<file path="config.mk">
export PLATFORM = sky130hd
export DESIGN_NAME = score_write_monitor
export DESIGN_NICKNAME = d
export VERILOG_FILES = /design/src/rtl/game_pkg.sv /design/src/rtl/evt_fifo.sv /design/src/rtl/score_write_monitor.sv
export SDC_FILE = /design/constraint.sdc
export NUM_CORES = 1
export LEC_CHECK = 0
export CORE_AREA = 3 3 153 155
export DETAILED_ROUTE_END_ITERATION = 7
export DIE_AREA = 0 0 156 158
export PLACE_DENSITY = 0.73
export SETUP_SLACK_MARGIN = 0.2
export SLEW_MARGIN = 30
export SYNTH_ARGS = -nofsm -noshare
export SYNTH_HDL_FRONTEND = slang
export SYNTH_SLANG_ARGS = --single-unit
</file>
<file path="constraint.sdc">
create_clock -name clk -period 3 [get_ports clk]
set_input_delay 0.75 -clock clk [delete_from_list [all_inputs] [get_ports clk]]
set_output_delay 0.75 -clock clk [all_outputs]
set_load 0.1 [all_outputs]
</file>
<file path="src/rtl/game_pkg.sv">
// Shared game constants: score-event kinds and the default score register /
// win threshold, so injection logic, monitor and display agree on them.
package game_pkg;

   localparam int EVT_KIND_W = 2;

   // Event kind encoding seen by audio/VGA/LED consumers; 00 never leaves the FIFO.
   typedef enum logic [EVT_KIND_W-1:0] {
      EVT_NONE = 2'b00,
      EVT_UP   = 2'b01,
      EVT_DOWN = 2'b10,
      EVT_WIN  = 2'b11
   } evt_kind_e;

   localparam int SCORE_REG_DEFAULT = 30;
   localparam int WIN_SCORE_DEFAULT = 12;

endpackage

</file>
<file path="src/rtl/evt_fifo.sv">
// Synchronous valid/ready FIFO with a registered head. A push into a full
// FIFO is accepted only when a pop happens on the same edge; otherwise it is
// refused (the caller decides what a refused push means).
module evt_fifo #(
   parameter int WIDTH = 34,
   parameter int DEPTH = 4
) (
   input  logic             clk,
   input  logic             reset,
   input  logic             push_i,
   input  logic [WIDTH-1:0] push_data_i,
   input  logic             pop_i,
   output logic             full_o,
   output logic             empty_o,
   output logic             valid_o,
   output logic [WIDTH-1:0] head_o
);

   localparam int PTR_W = $clog2(DEPTH);
   localparam int CNT_W = PTR_W + 1;

   logic [WIDTH-1:0] mem_q [DEPTH];
   logic [PTR_W-1:0] wr_ptr_q, wr_ptr_d;
   logic [PTR_W-1:0] rd_ptr_q, rd_ptr_d;
   logic [CNT_W-1:0] count_q, count_d;
   logic             valid_q;
   logic [WIDTH-1:0] head_q, head_d;
   logic             full_s;
   logic             push_ok_s;
   logic             pop_ok_s;

   // Next-state for pointers, occupancy and the head register.
   always_comb begin
      full_s    = (count_q == CNT_W'(DEPTH));
      pop_ok_s  = pop_i && valid_q;
      push_ok_s = push_i && (!full_s || pop_ok_s);

      if (push_ok_s) begin
         wr_ptr_d = wr_ptr_q + PTR_W'(1);
      end else begin
         wr_ptr_d = wr_ptr_q;
      end

      if (pop_ok_s) begin
         rd_ptr_d = rd_ptr_q + PTR_W'(1);
      end else begin
         rd_ptr_d = rd_ptr_q;
      end

      if (push_ok_s && !pop_ok_s) begin
         count_d = count_q + CNT_W'(1);
      end else if (pop_ok_s && !push_ok_s) begin
         count_d = count_q - CNT_W'(1);
      end else begin
         count_d = count_q;
      end

      // The incoming entry becomes the head when it lands in the slot the
      // read pointer will point at (empty FIFO, or popping the last entry).
      if (push_ok_s && (wr_ptr_q == rd_ptr_d)) begin
         head_d = push_data_i;
      end else begin
         head_d = mem_q[rd_ptr_d];
      end
   end

   // Entry storage; needs no reset because the pointers define validity.
   always_ff @(posedge clk) begin
      if (push_ok_s) begin
         mem_q[wr_ptr_q] <= push_data_i;
      end
   end

   // Pointer, occupancy and registered-head state; reset flushes the FIFO.
   always_ff @(posedge clk) begin
      if (reset) begin
         wr_ptr_q <= '0;
         rd_ptr_q <= '0;
         count_q  <= '0;
         valid_q  <= 1'b0;
         head_q   <= '0;
      end else begin
         wr_ptr_q <= wr_ptr_d;
         rd_ptr_q <= rd_ptr_d;
         count_q  <= count_d;
         valid_q  <= (count_d != CNT_W'(0));
         head_q   <= head_d;
      end
   end

   assign full_o  = full_s;
   assign empty_o = !valid_q;
   assign valid_o = valid_q;
   assign head_o  = head_q;

endmodule

</file>
<file path="src/rtl/score_write_monitor.sv">
// Passive monitor on the regfile write port: shadows the score register,
// classifies each change as UP / DOWN / WIN, queues the events for the
// feedback consumers and holds a sticky game-over level.
module score_write_monitor
   import game_pkg::*;
#(
   parameter int SCORE_REG  = SCORE_REG_DEFAULT,
   parameter int DATA_W     = 32,
   parameter int WIN_SCORE  = WIN_SCORE_DEFAULT,
   parameter int FIFO_DEPTH = 4
) (
   input  logic              clk,
   input  logic              reset,
   input  logic              wr_en,
   input  logic [4:0]        wr_addr,
   input  logic [DATA_W-1:0] wr_data,
   input  logic              game_clear,
   output logic              evt_valid,
   input  logic              evt_ready,
   output logic [1:0]        evt_kind,
   output logic [DATA_W-1:0] evt_score,
   output logic [DATA_W-1:0] score,
   output logic              game_over,
   output logic              overflow
);

   localparam logic [4:0]        SCORE_IDX = 5'(SCORE_REG);
   localparam logic [DATA_W-1:0] WIN_VAL   = DATA_W'(WIN_SCORE);
   localparam int                ENTRY_W   = EVT_KIND_W + DATA_W;

   logic [DATA_W-1:0]  score_q;
   logic               game_over_q;
   logic               overflow_q;
   logic               score_wr_s;
   logic               evt_gen_s;
   logic               is_win_s;
   evt_kind_e          kind_s;
   logic               fifo_full_s;
   logic               fifo_empty_s;
   logic               fifo_valid_s;
   logic               fifo_pop_s;
   logic               drop_s;
   logic [ENTRY_W-1:0] head_s;

   // Decode score writes and classify the change against the shadow score.
   always_comb begin
      score_wr_s = wr_en && (wr_addr == SCORE_IDX);
      evt_gen_s  = score_wr_s && (wr_data != score_q);
      is_win_s   = (score_q < WIN_VAL) && (wr_data >= WIN_VAL);
      if (is_win_s) begin
         kind_s = EVT_WIN;
      end else if (wr_data > score_q) begin
         kind_s = EVT_UP;
      end else begin
         kind_s = EVT_DOWN;
      end
      fifo_pop_s = !fifo_empty_s && evt_ready;
      // A full FIFO only takes a new event if the head leaves on the same edge.
      drop_s     = evt_gen_s && fifo_full_s && !fifo_pop_s;
   end

   // Shadow score, sticky game-over (set beats clear) and sticky overflow.
   always_ff @(posedge clk) begin
      if (reset) begin
         score_q     <= '0;
         game_over_q <= 1'b0;
         overflow_q  <= 1'b0;
      end else begin
         if (evt_gen_s) begin
            score_q <= wr_data;
         end else begin
            score_q <= score_q;
         end
         if (evt_gen_s && is_win_s) begin
            game_over_q <= 1'b1;
         end else if (game_clear) begin
            game_over_q <= 1'b0;
         end else begin
            game_over_q <= game_over_q;
         end
         if (drop_s) begin
            overflow_q <= 1'b1;
         end else begin
            overflow_q <= overflow_q;
         end
      end
   end

   evt_fifo #(
      .WIDTH (ENTRY_W),
      .DEPTH (FIFO_DEPTH)
   ) u_evt_fifo (
      .clk         (clk),
      .reset       (reset),
      .push_i      (evt_gen_s),
      .push_data_i ({kind_s, wr_data}),
      .pop_i       (evt_ready),
      .full_o      (fifo_full_s),
      .empty_o     (fifo_empty_s),
      .valid_o     (fifo_valid_s),
      .head_o      (head_s)
   );

   assign evt_valid = fifo_valid_s;
   assign evt_kind  = head_s[ENTRY_W-1 -: EVT_KIND_W];
   assign evt_score = head_s[DATA_W-1:0];
   assign score     = score_q;
   assign game_over = game_over_q;
   assign overflow  = overflow_q;

endmodule

</file>
After elaboration in Yosys (flattened, before gate mapping)
Memory sizes are Yosys's and may differ from the RTL's. A register that Yosys moved wholly into a read port is not among the register bits. Index checks and enable logic that the tools add are counted.

Muxes and demuxes: 9. Eq/ne operators: 3. Add/sub/neg operators: 4. Reductions and logical operators: 16. $lt $le $gt $ge: 3.

Operators by type and width (count): $ge 32x4->1 const B (1); $gt 32x32->1 (1); $lt 32x4->1 const B (1); $ne 32x32->1 (1); $logic_and 1x1->1 (10); $mux 2 (3); $mux 3 (2); $eq 5x5->1 const B (1); $add 2x1->2 const B (2); $mux 1 (4); $add 3x1->3 const B (1); $eq 3x3->1 const B (1); $logic_not 1->1 (3); $reduce_bool 3->1 (1); $sub 3x1->3 const B (1); $reduce_bool 2->1 (1); $logic_or 1x1->1 (1).

Word-level logic and storage cells: 43. Memory bits (writable): 136. Output and inout bits: 69. Register bits: 42. Input bits: 42. Memories kept: 1.

Memory list: u_evt_fifo.mem_q (depth 4, bits a word 34, read ports 1, clocked after memory_dff 1, wr ports 1, RTL line evt_fifo.sv:22) `logic [WIDTH-1:0] mem_q [DEPTH];`.

Depth between registers and ports, before layout
Gate-level depths: netlist of the first run.

Word-level depth: 9. Mapped depth: 10. Gate-level depth less buffers: 8.

Cells and area by module
Synthesis of the first run repeated with hierarchy kept, for this count alone.

Cell total of the unflattened synthesis: 826. Area total of the unflattened synthesis: 10098.4 um^2.

By module, submodules not included: evt_fifo (cells an instance 570, area an instance 7807.5 um^2, times used 1); score_write_monitor (cells an instance 256, area an instance 2290.9 um^2, times used 1).

Least setup slack after synthesis of the first run
Ideal clock, no wire load.

Kind: reg2reg. From: reg score_q[30], in the netlist score[30]. To: mem u_evt_fifo.mem_q[1][0], enable pin. Cell stages (with the launch flop): 8. Path buffers: 0. Setup slack: -590 ps. Period minus slack after synthesis: 3590 ps. Data required time: 2606 ps. Arrival time: 3196 ps. Setup time: 394 ps. Cell sequence: dfxtp_1 -> inv_1 -> ha_1 -> nand4_1 -> nor4_2 -> a21oi_2 -> nor2b_1 -> and2_1.

Cells in the longest elaborated chain, start to end: 5.

Ends and longest elaborated chain: start, declared (RTL line score_write_monitor.sv:31) `logic [DATA_W-1:0] score_q;`; start signal, assigned (RTL line score_write_monitor.sv:70) `score_q <= wr_data;`; start signal, assigned (RTL line score_write_monitor.sv:72) `score_q <= score_q;`; $ne 32x32->1 (RTL line score_write_monitor.sv:48) `evt_gen_s = score_wr_s && (wr_data != score_q);`; $logic_and 1x1->1 (RTL line score_write_monitor.sv:48); $logic_and 1x1->1 (RTL line evt_fifo.sv:36) `push_ok_s = push_i && (!full_s || pop_ok_s);`; $mux 1 (RTL line evt_fifo.sv:69) `if (push_ok_s) begin`; $mux 1 (not written as such) (RTL line evt_fifo.sv:70) `mem_q[wr_ptr_q] <= push_data_i;`; end, declared (RTL line evt_fifo.sv:22).

No other way between the ends.

==> impl_results.md, run 1 <==
* Post-synthesis sequential area ratio at 63.3%
* Clock Pin Slew Worst Setup and Hold Paths at 0.06 ns
* Final std cells w/o fill at 1130
* Slowest Stage Delay on Critical Path at 0.55 ns
* VDD IR-drop max at 0.383 mV
* Clock buffer count from CTS at 24
* F_max at 0.360 GHz
* WHS Endpoint: game_over
* Period Utilization, post-route at 92.6%
* Die ar. at 24600 um2
* Clock Latency Late Sink at 0.51 ns
* Synthesized flop and latch total at 212
* Worst hold start: game_over
* Drt pass-1 iters at 4
* Post-Route WL at 21.6 mm
* FP Rows at 54
* Buffers on Ports at 110
* P&R area growth vs syn at 34.5%
* Int Pwr at 0.00578 W
* # hold bufs at CTS at 0
* Worst Setup Start Kind: input port
* Most frequent cells in the layout: 139 x buf_4, 136 x edfxtp_1, 108 x nor2_1
* Share of cells above drive strength 1 at 33.3%
* Fill count at 1722
* DRC violations left at 0
* Setup Skew at 0.0108 ns
* Min-Delay Path Class: reg -> reg
* Synth Warn # at 0
* RSZ-0062 raised after global routing: false
* Leak at 4.62 nW
* Initial Util at 40.3%
* Final nets at 913
* Crit path cell chain: clkdlybuf4s50_1 -> ha_4 -> nand4_1 -> nor4_2 -> buf_4 -> a21oi_4 -> nor4b_4 -> buf_12 -> buf_12 -> mux2i_1 -> nor2_1
* Switching power at 0.00266 W
* Pin count of the biggest net entering global routing at 36
* Top_reg_cell synth: edfxtp_1
* Placed insts at 1080
* Die H at 158 um
* # IOs at 111
* Critical Path Most Common Cell: buf_12
* HPWL Detailed at 14.8 mm
* Req. time, crit path at 3.38 ns
* Slowest-stage cell, CP: clkdlybuf4s50_1
* Vias in the first global route at 5958
* Sequential share of power at 39.1%
* Final ANT Viol Nets at 0
* Post-synth EDFFs at 136
* Clock Power Share at 33.5%
* Syn Nets at 718
* Slew Viols, Final at 0
* Core area at 22000 um2
* Vias per std cell at 5.18
* Clock sink count at 212
* Critical path peak fanout at 8
* Post-Syn Area at 8850 um2
* Power per cell area at 708 nW/um2
* Starting DRT DRC Count at 444
* Reg-to-reg endpoint: u_evt_fifo.head_o[12]
* GPL Wtd Cong at 0.800
* R2r startpoint: score[7]
* Final instance area at 11900 um2
* H-tree depth at 1
* Initial antenna violation count at 2
* CP Class: in -> reg
* Avg Cell Area, Syn at 13.9 um2
* Leading cell type in the layout, fill and taps excluded: buf_4
* Min Tclk post-route at 2.78 ns
* Final setup fails at 0
* Root Driver: clkbuf_16
* Sw Share at 31.5%
* Post-DP Area at 10800 um2
* Synth unique cells at 49
* Die X at 156 um
* CP Capture Type: register
* Worst r2r path cells at 11
* Post-synth ARST share at 0%
* Wire per inst at 19.1 um
* Final hold violations at 0
* Cells after synthesis at 637
* GR Overflow Total at 0
* CTS tree: built
* Relative slew margins at 55.5%
* Clock buffer depth at 3
* First-pass GRT wire length at 32.9 mm
* Comb pwr share at 27.3%
* Outcome: completed
* Antenna Diode Count at 0
* Critical Path AT at 3.16 ns
* Reg2reg setup slack at 0.43 ns
* Total Routing Usage GR at 17.2%
* Hold Path Cell Cnt at 2
* Worst-margin pin slew at 0.661 ns
* Max Cap Viol at 0
* Via count at 5848
metrics by stage:
stage                     util (%)  power [W]  worst slack [ns]  setup TNS (ns)  hold slack, ns
after CTS                     52.8    0.00845             0.210               0           0.484
after detailed placement      49.2    0.00563            -0.331          -53.45           0.475
final                         54.2    0.00843             0.223               0           0.478
after floorplan                  -    0.00501            0.0967               0           0.538
after global routing          54.2    0.00875             0.187               0           0.516
after global placement        49.2    0.00561            -0.315          -48.69           0.458
cells by family (layout without fill, tap and decap cells):
kind of cell	Yosys count	count (layout)	share of synthesized area, %
buf+inv	64	277	3.48
mux	71	71	13.1
fa+ha+maj	39	39	5.51
simple gates	175	175	9.20
xor+xnor	5	5	0.792
compound gates	71	71	4.64
flops	212	212	63.3
metal layers:
layer	GRT usage (%)	part of all wire, %	vias up
met4	5.09	2.3	2
li1	-	-	2758
met1	23.1	43	2861
met3	3.88	7.2	37
met5	0	0.032	-
met2	28.3	47	190
power groups by stage:
stage	Clock, W	Combinational, W	Sequential (W)
6_report	0.00283	0.00230	0.00330
5_1_grt	0.00300	0.00244	0.00331
4_1_cts	0.00287	0.00228	0.00330
3_5_place_dp	0	0.00227	0.00336
3_3_place_gp	0	0.00225	0.00336
2_1_floorplan	0	0.000851	0.00416
flip-flops by register name (all words and copies together), names as in the netlist:
signal / flops
u_evt_fifo.mem_q: 136
u_evt_fifo.head_o: 34
score: 32
u_evt_fifo.count_q: 3
u_evt_fifo.rd_ptr_q: 2
u_evt_fifo.wr_ptr_q: 2
game_over: 1
overflow: 1
u_evt_fifo.valid_o: 1
Yosys cell counts, drive strengths merged, types with 2 or more instances:
master / count / share of area [%]
o211ai: 2 / 0.17
nand4: 11 / 0.78
dfxtp: 76 / 17
nand2: 11 / 0.47
xnor2: 4 / 0.61
nor4: 16 / 1.3
buf: 8 / 1.1
nand3: 9 / 0.57
clkbuf: 18 / 0.76
ha: 39 / 5.5
inv: 38 / 1.6
mux4: 34 / 8.9
mux2i: 36 / 4.1
edfxtp: 136 / 46
nor2: 109 / 4.6
and2: 5 / 0.38
o21ai: 6 / 0.34
nor3: 3 / 0.17
a21oi: 51 / 2.9
nor2b: 4 / 0.28
worst max-delay path by stage:
stage | from | endpoint | depth (start not counted)
3_5_place_dp | wr_data[31] | u_evt_fifo.valid_o | 9
3_3_place_gp | wr_data[31] | u_evt_fifo.valid_o | 9
2_1_floorplan | score[30] | u_evt_fifo.mem_q[0][0] | 7
5_1_grt | wr_data[17] | u_evt_fifo.head_o[10] | 11
4_1_cts | wr_data[23] | u_evt_fifo.head_o[16] | 11
6_report | wr_data[19] | u_evt_fifo.head_o[12] | 11
critical path, delay by kind of cell:
kind,cells,cell delay (ns)
compound gates,1,0.21
fa+ha+maj,1,0.23
buf+inv,4,1.06
mux,1,0.22
simple gates,4,0.68
layout make-up:
type | count | area, um2 | share of cell area (%)
Multi-Input combinational cell | 361 | 3170 | 26.6
Inverter | 38 | 143 | 1.20
Sequential cell | 212 | 5650 | 47.4
Timing Repair Buffer | 195 | 1830 | 15.3
Tap cell | 280 | 350 | 2.94
Clock buffer | 31 | 648 | 5.44
Clock inverter | 13 | 121 | 1.02
what timing repair did:
action | CTS | global route
gates resized for setup | 1 | 52
gates cloned | 0 | 1
setup buffers | 2 | 3
pin swaps | 1 | 37
endpoints found under the setup margin | 14 | 167
Note: power is estimated with default switching activity, not from simulation.
==> run 2: changes to the inputs <==
- CORE_AREA: 3 3 153 155 -> 3 3 163 165
- DIE_AREA: 0 0 156 158 -> 0 0 166 168
- PLACE_DENSITY: 0.73 -> 0.7
- SETUP_SLACK_MARGIN: 0.2 -> 0.1
- SYNTH_HIERARCHICAL: unset -> 1
- clock period: 3 -> 2.6 ns (I/O delays scaled with it)
==> run 2 against run 1 <==
Compared with the run above:
- register-to-register slack got worse by 0.24 ns
- combinational power increased by 52%
- critical path depth fell by 1
- largest cell class unchanged
- largest power group unchanged
==> impl_results.md, run 2 <==
* Max reg flops at 136 (unchanged)
* CP Launch Point: wr_data[4] (was wr_data[19])
* Starting DRT DRC Count at 650 (was 444)
* Synth unique cells at 62 (was 49)
* Leak at 4.51 nW (was 4.62 nW)
* Most frequent cells in the layout: 150 x buf_4, 136 x edfxtp_1, 67 x mux2i_1 (was 139 x buf_4, 136 x edfxtp_1, 108 x nor2_1)
* CP Class: in -> reg (unchanged)
* DRC violations left at 0 (unchanged)
* CP Capture Type: register (unchanged)
* H-tree depth at 1 (unchanged)
* Clock buffer depth at 3 (unchanged)
* Hold Path Cell Cnt at 2 (unchanged)
* Reg2reg setup slack at 0.19 ns (was 0.43 ns)
* First-pass GRT wire length at 45.0 mm (was 32.9 mm)
* Cells after synthesis at 826 (was 637)
* F_max at 0.413 GHz
* Worst path bufs/invs at 3 (was 4)
* Top_reg_cell synth: edfxtp_1 (unchanged)
* Post-synth top area cell: edfxtp_1 (unchanged)
* Final setup fails at 0 (unchanged)
* Worst hold start: game_over (unchanged)
* Clock buffer count from CTS at 24 (unchanged)
* Critical path depth at 10 (was 11)
* GR Overflow Total at 0 (unchanged)
* Synth Warn # at 6 (was 0)
* Area occupied by multi-input gates at 4440 um2 (was 3170 um2)
* Largest register by flop count: u_evt_fifo/mem_q (was u_evt_fifo.mem_q)
* Top Family by Delay on Critical Path: compound AO/OA/AOI/OAI gates (was buffers and inverters)
* Leading cell type in the layout, fill and taps excluded: buf_4 (unchanged)
* Via count at 7803 (was 5848)
* Post-Route WL at 29.5 mm (was 21.6 mm)
* Synthesized flop and latch total at 212 (unchanged)
* Post-DP Area at 12300 um2 (was 10800 um2)
* Outcome: completed (unchanged)
* Buffers on Ports at 110 (unchanged)
* Final ANT Viol Nets at 0 (unchanged)
* Die X at 166 um (was 156 um)
* Total Routing Usage GR at 20.2% (was 17.2%)
* FP Rows at 58 (was 54)
* Relative slew margins at 65.9% (was 55.5%)
* Slew Viols, Final at 0 (unchanged)
* Worst-margin pin slew at 0.511 ns (was 0.661 ns)
* Max Cap Viol at 0 (unchanged)
* Die H at 168 um (was 158 um)
* CTS tree: built (unchanged)
* Drt pass-1 iters at 5 (was 4)
* Post-layout util at 53.2% (was 54.2%)
* Initial antenna violation count at 0 (was 2)
* Commonest cells post-synth: 136 x edfxtp_1, 76 x dfxtp_1, 67 x mux2i_1 (was 136 x edfxtp_1, 109 x nor2_1, 76 x dfxtp_1)
* Reg-to-reg endpoint: u_evt_fifo/head_o[17] (was u_evt_fifo.head_o[12])
* Post-Syn Area at 10100 um2 (was 8850 um2)
* Fill count at 2114 (was 1722)
* Final hold violations at 0 (unchanged)
* Post-synth EDFFs at 136 (unchanged)
* R2r startpoint: score[10] (was score[7])
* Min Tclk post-route at 2.42 ns
* HPWL Detailed at 19.0 mm (was 14.8 mm)
* Avg Cell Area, Syn at 12.2 um2 (was 13.9 um2)
* Clock Pin Slew Worst Setup and Hold Paths at 0.06 ns (about the same)
* Critical Path End: u_evt_fifo/head_o[17] (was u_evt_fifo.head_o[12])
* Power per cell area at 811 nW/um2 (was 708 nW/um2)
* RSZ-0062 raised after global routing: false (unchanged)
* Die ar. at 27900 um2 (was 24600 um2)
* Core area at 25200 um2 (was 22000 um2)
* Post-synth top area share at 40.4% (was 46.1%)
* VDD IR-drop max at 0.433 mV (was 0.383 mV)
* Syn Nets at 907 (was 718)
* Crit path cell chain: dlygate4sd2_1 -> ha_1 -> nand4_1 -> nor4_4 -> buf_4 -> a21oi_4 -> a21boi_4 -> o211ai_2 -> buf_12 -> a32o_1 (was clkdlybuf4s50_1 -> ha_4 -> nand4_1 -> nor4_2 -> buf_4 -> a21oi_4 -> nor4b_4 -> buf_12 -> buf_12 -> mux2i_1 -> nor2_1)
* Synth top area cells: edfxtp_1 40%, dfxtp_1 15%, mux2i_1 6.6% (was edfxtp_1 46%, dfxtp_1 17%, mux4_2 7.4%)
* Clock sink count at 212 (unchanged)
* Post-synth ARST share at 0% (unchanged)
* GPL Wtd Cong at 0.792 (was 0.800)
* Slowest-stage cell, CP: ha_1 (was clkdlybuf4s50_1)
* Total Power at 0.0109 W (was 0.00843 W)
* Top-count cell post-synth: edfxtp_1 (unchanged)
* Setup Skew at 0.0144 ns (was 0.0108 ns)
* Period Utilization, post-route at 93.1%
* Antenna Diode Count at 0 (unchanged)
* Root Driver: clkbuf_16 (unchanged)
* Register area at 5730 um2 (was 5650 um2)
* Wire per inst at 21.9 um (was 19.1 um)
* Share of cells above drive strength 1 at 30.1% (was 33.3%)
* P&R area growth vs syn at 32.6% (was 34.5%)
* Post-synthesis sequential area ratio at 55.5% (was 63.3%)
* Worst Setup Start Kind: input port (unchanged)
* Vias in the first global route at 7743 (was 5958)
* Req. time, crit path at 2.99 ns (was 3.38 ns)
* Clock Latency Late Sink at 0.51 ns (about the same)
* Worst r2r path cells at 11 (unchanged)
* Pin count of the biggest net entering global routing at 52 (was 36)
* Slowest Stage Delay on Critical Path at 0.31 ns (was 0.55 ns)
* Vias per std cell at 5.81 (was 5.18)
* Initial Util at 40.1% (was 40.3%)
* Critical Path AT at 2.81 ns (was 3.16 ns)
* Min-Delay Path Class: reg -> reg (unchanged)
* # IOs at 111 (unchanged)
* Final instance area at 13400 um2 (was 11900 um2)
* Critical path peak fanout at 20 (was 8)
* Final nets at 1077 (was 913)
## run 2: changes by cell type in the layout (fill, tap and decap cells not counted), sizes merged, moves of 34 or more
cell	delta
nor2	-66
o31ai	+37
nand4b	+35
a32o	+34
mux4	-34
nor3b	+34
## run 2: per-stage QoR
stage	setup slack [ns]	TNS [ns]	instances	hold WS, ns
final	0.180	0	1344	0.480
after global routing	0.104	0	1344	0.483
after CTS	0.104	0	1339	0.461
after detailed placement	-0.696	-122.26	1282	0.465
after global placement	-0.747	-118.68	1282	0.466
after floorplan	-0.0607	-0.347	826	0.461
## run 2: logic make-up (layout without fill, tap and decap cells)
logic type	Yosys count	count (layout)	synth area share, %
flip-flops	212	212	55.5
AND/OR/NAND/NOR	209	215	13.0
AO/OA/AOI/OAI	181	182	13.8
buffers and inverters	112	293	5.55
multiplexers	69	69	6.86
adder cells (fa/ha/maj)	39	39	4.83
XOR/XNOR	4	4	0.533
## run 2: repair_timing
item / CTS / global route
setup buffers: 8 / 3
gates resized for setup: 35 / 10
gates cloned: 5 / 2
hold endpoints to repair: 0 / 0
endpoints found under the setup margin: 182 / 173
hold buffers: 0 / 0
pin swaps: 12 / 8
## run 2: layout make-up
type                    instances  area share [%]
clock buffers                  38            5.49
clock inverters                 6           0.617
inverters                      43            1.22
multi-input cells             509            33.2
flip-flops and latches        212            42.8
well taps                     330            3.08
repair buffers                206            13.6
## run 2: worst min-delay path by stage
stage                             end  slack, ns
2_1_floorplan   u_evt_fifo/count_q[2]       0.46
3_3_place_gp                game_over       0.47
4_1_cts        u_evt_fifo/wr_ptr_q[0]       0.46
3_5_place_dp                game_over       0.46
5_1_grt        u_evt_fifo/wr_ptr_q[1]       0.48
6_report                    game_over       0.48
## run 2: worst min-delay path, cell delays in order (launching register included)
cell      delay, ns
dfxtp_1        0.31
nand2b_1       0.06
a21oi_1        0.06
## run 2: per-layer routing
metal,vias to the layer above,part of all wire (%),GRT usage (%)
met5,-,0,0
met3,40,7.4,3.26
met4,0,2.0,5.35
li1,3592,-,-
met2,310,47,33.0
met1,3861,44,28.2
## run 2: power by group
part | switching (W) | total [W] | internal (W)
combinational | 0.00240 | 0.00349 | 0.00109
clock | 0.00134 | 0.00347 | 0.00213
sequential | 0.000158 | 0.00390 | 0.00374
==> run 3: changes to the inputs <==
- CORE_AREA: 3 3 163 165 -> 2 2 162 164
- DIE_AREA: 0 0 166 168 -> 0 0 164 166
==> run 3 against run 2 <==
Compared with the run above:
- sequential share of layout area decreased by 0.31 points
- total power decreased by 3.9%
- sequential power about the same
- setup slack got worse by 0.059 ns
- cell count increased by 0.89%
- largest cell class unchanged
- non-clock buffer count increased by 13
- combinational power about the same
- wire length decreased by 1.4%
==> impl_results.md, run 3 (same netlist as run 2, synthesis figures left out) <==
* Outcome: completed (unchanged)
* Final setup fails at 0 (unchanged)
* GR Overflow Total at 0 (unchanged)
* HPWL Detailed at 18.7 mm (was 19.0 mm)
* Vias in the first global route at 7728 (was 7743)
* Root Driver: clkbuf_16 (unchanged)
* P&R area growth vs syn at 33.5% (was 32.6%)
* Final std cells w/o fill at 1356 (was 1344)
* Slew Viols, Final at 0 (unchanged)
* Die ar. at 27200 um2 (was 27900 um2)
* DRC violations left at 0 (unchanged)
* Most frequent cells in the layout: 148 x buf_4, 136 x edfxtp_1, 67 x mux2i_1 (was 150 x buf_4, 136 x edfxtp_1, 67 x mux2i_1)
* Antenna Diode Count at 0 (unchanged)
* Max Cap Viol at 0 (unchanged)
* Buffers on Ports at 110 (unchanged)
* Power per cell area at 774 nW/um2 (was 811 nW/um2)
* Final nets at 1086 (was 1077)
* Critical path peak fanout at 6 (was 20)
* CTS tree: built (unchanged)
* Req. time, crit path at 2.98 ns (was 2.99 ns)
* Vias per std cell at 5.78 (was 5.81)
* Initial Util at 39.4% (was 40.1%)
* Worst hold start: game_over (unchanged)
* Core area at 25600 um2 (was 25200 um2)
* First-pass GRT wire length at 44.0 mm (was 45.0 mm)
* Total Routing Usage GR at 20.8% (was 20.2%)
* Leak at 4.54 nW (was 4.51 nW)
* Min-Delay Path Class: reg -> reg (unchanged)
* Post-Route WL at 29.1 mm (was 29.5 mm)
* Share of cells above drive strength 1 at 31.7% (was 30.1%)
* Setup Total Neg Slack at 0 ns (unchanged)
* Setup Skew at 0.0161 ns (was 0.0144 ns)
* Most used routing layer: met2 (unchanged)
* CP Capture Type: register (unchanged)
* Relative slew margins at 64.0% (was 65.9%)
* Min Tclk post-route at 2.48 ns (was 2.42 ns)
* Clock buffer depth at 3 (unchanged)
* Global routing usage on met3 at 3.65% (was 3.26%)
* Worst Setup Start Kind: input port (unchanged)
* R2r startpoint: score[21] (was score[10])
* Total Power at 0.0104 W (was 0.0109 W)
* H-tree depth at 1 (unchanged)
* Fill count at 2145 (was 2114)
* VDD IR-drop max at 0.459 mV (was 0.433 mV)
* Starting DRT DRC Count at 667 (was 650)
* Period Utilization, post-route at 95.4% (was 93.1%)
* GPL Wtd Cong at 0.861 (was 0.792)
* Via count at 7840 (was 7803)
* Leading cell type in the layout, fill and taps excluded: buf_4 (unchanged)
* Placed insts at 1281 (was 1282)
* Final hold violations at 0 (unchanged)
* Initial antenna violation count at 0 (unchanged)
* # IOs at 111 (unchanged)
* Clock Pin Slew Worst Setup and Hold Paths at 0.06 ns (about the same)
* GR Util met2 at 32.2% (was 33.0%)
* Clock sink count at 212 (unchanged)
* Wire per inst at 21.4 um (was 21.9 um)
* Critical Path AT at 2.86 ns (was 2.81 ns)
* Die X at 164 um (was 166 um)
* GR Util met1 at 29.4% (was 28.2%)
* FP Rows at 59 (was 58)
* Post-layout util at 52.6% (was 53.2%)
* Final ANT Viol Nets at 0 (unchanged)
* Clock buffer count from CTS at 23 (was 24)
* Die H at 166 um (was 168 um)
* Largest register by flop count: u_evt_fifo/mem_q (unchanged)
* Pin count of the biggest net entering global routing at 50 (was 52)
* # hold bufs at CTS at 0 (unchanged)
* Max reg flops at 136 (unchanged)
* Drt pass-1 iters at 5 (unchanged)
* RSZ-0062 raised after global routing: true (was false)
* CP Launch Point: wr_data[15] (was wr_data[4])
* Worst-margin pin slew at 0.535 ns (was 0.511 ns)
* F_max at 0.403 GHz (was 0.413 GHz)
* Clock Latency Late Sink at 0.51 ns (about the same)
* Reg2reg setup slack at 0.14 ns (was 0.19 ns)
* Hold WS at 0.478 ns (was 0.480 ns)
* CP Class: in -> reg (unchanged)
==> run 3: worst paths after layout <==
kind                                              to  depth (start not counted)
worst min register to register             game_over                          2
worst max register to register  u_evt_fifo/head_o[1]                         11
worst min-delay path                       game_over                          2
worst max-delay path            u_evt_fifo/head_o[1]                         12
==> run 3: final cells by class <==
class	instances	area [um2]	share of cell area, %
clock inverters	10	76.3	0.566
multi-input cells	506	4430	32.9
flip-flops and latches	212	5730	42.5
clock buffers	31	606	4.49
inverters	43	164	1.22
repair buffers	219	2050	15.2
well taps	335	419	3.11
==> run 3: report_power, final <==
group	internal, W	switching (W)	total [W]
logic	0.00112	0.00239	0.00351
registers	0.00374	0.000163	0.00391
clock network	0.00173	0.00129	0.00302
==> run 3: through the flow <==
| step | instance area (um2) | worst slack [ns] |
|---|---|---|
| 6_report | 13500 | 0.121 |
| 5_1_grt | 13500 | 0.0679 |
| 4_1_cts | 13300 | 0.133 |
| 3_5_place_dp | 12300 | -0.709 |
| 3_3_place_gp | 12300 | -0.664 |
| 2_1_floorplan | 10600 | -0.0607 |
==> run 3: layer usage <==
layer / wire length [um] / share of wire, %
met2: 13400 / 46
met4: 796 / 2.7
met3: 2040 / 7.0
met5: 0 / 0
met1: 12800 / 44
==> run 3: critical path: stages <==
cell	delay, ns
dlygate4sd2_1	0.29
ha_4	0.30
nand4_4	0.13
nor4_4	0.28
buf_4	0.17
a21oi_4	0.07
a21boi_4	0.16
buf_12	0.13
o2111a_2	0.14
buf_12	0.15
buf_8	0.13
a32o_2	0.24
==> run 3: repair_timing <==
| action | 4_1_cts | 5_1_grt |
|---|---|---|
| pin swaps | 12 | 11 |
| hold endpoints to repair | 0 | 0 |
| setup buffers | 15 | 12 |
| endpoints found under the setup margin | 183 | 175 |
| gates cloned | 4 | 3 |
| gates resized for setup | 47 | 26 |
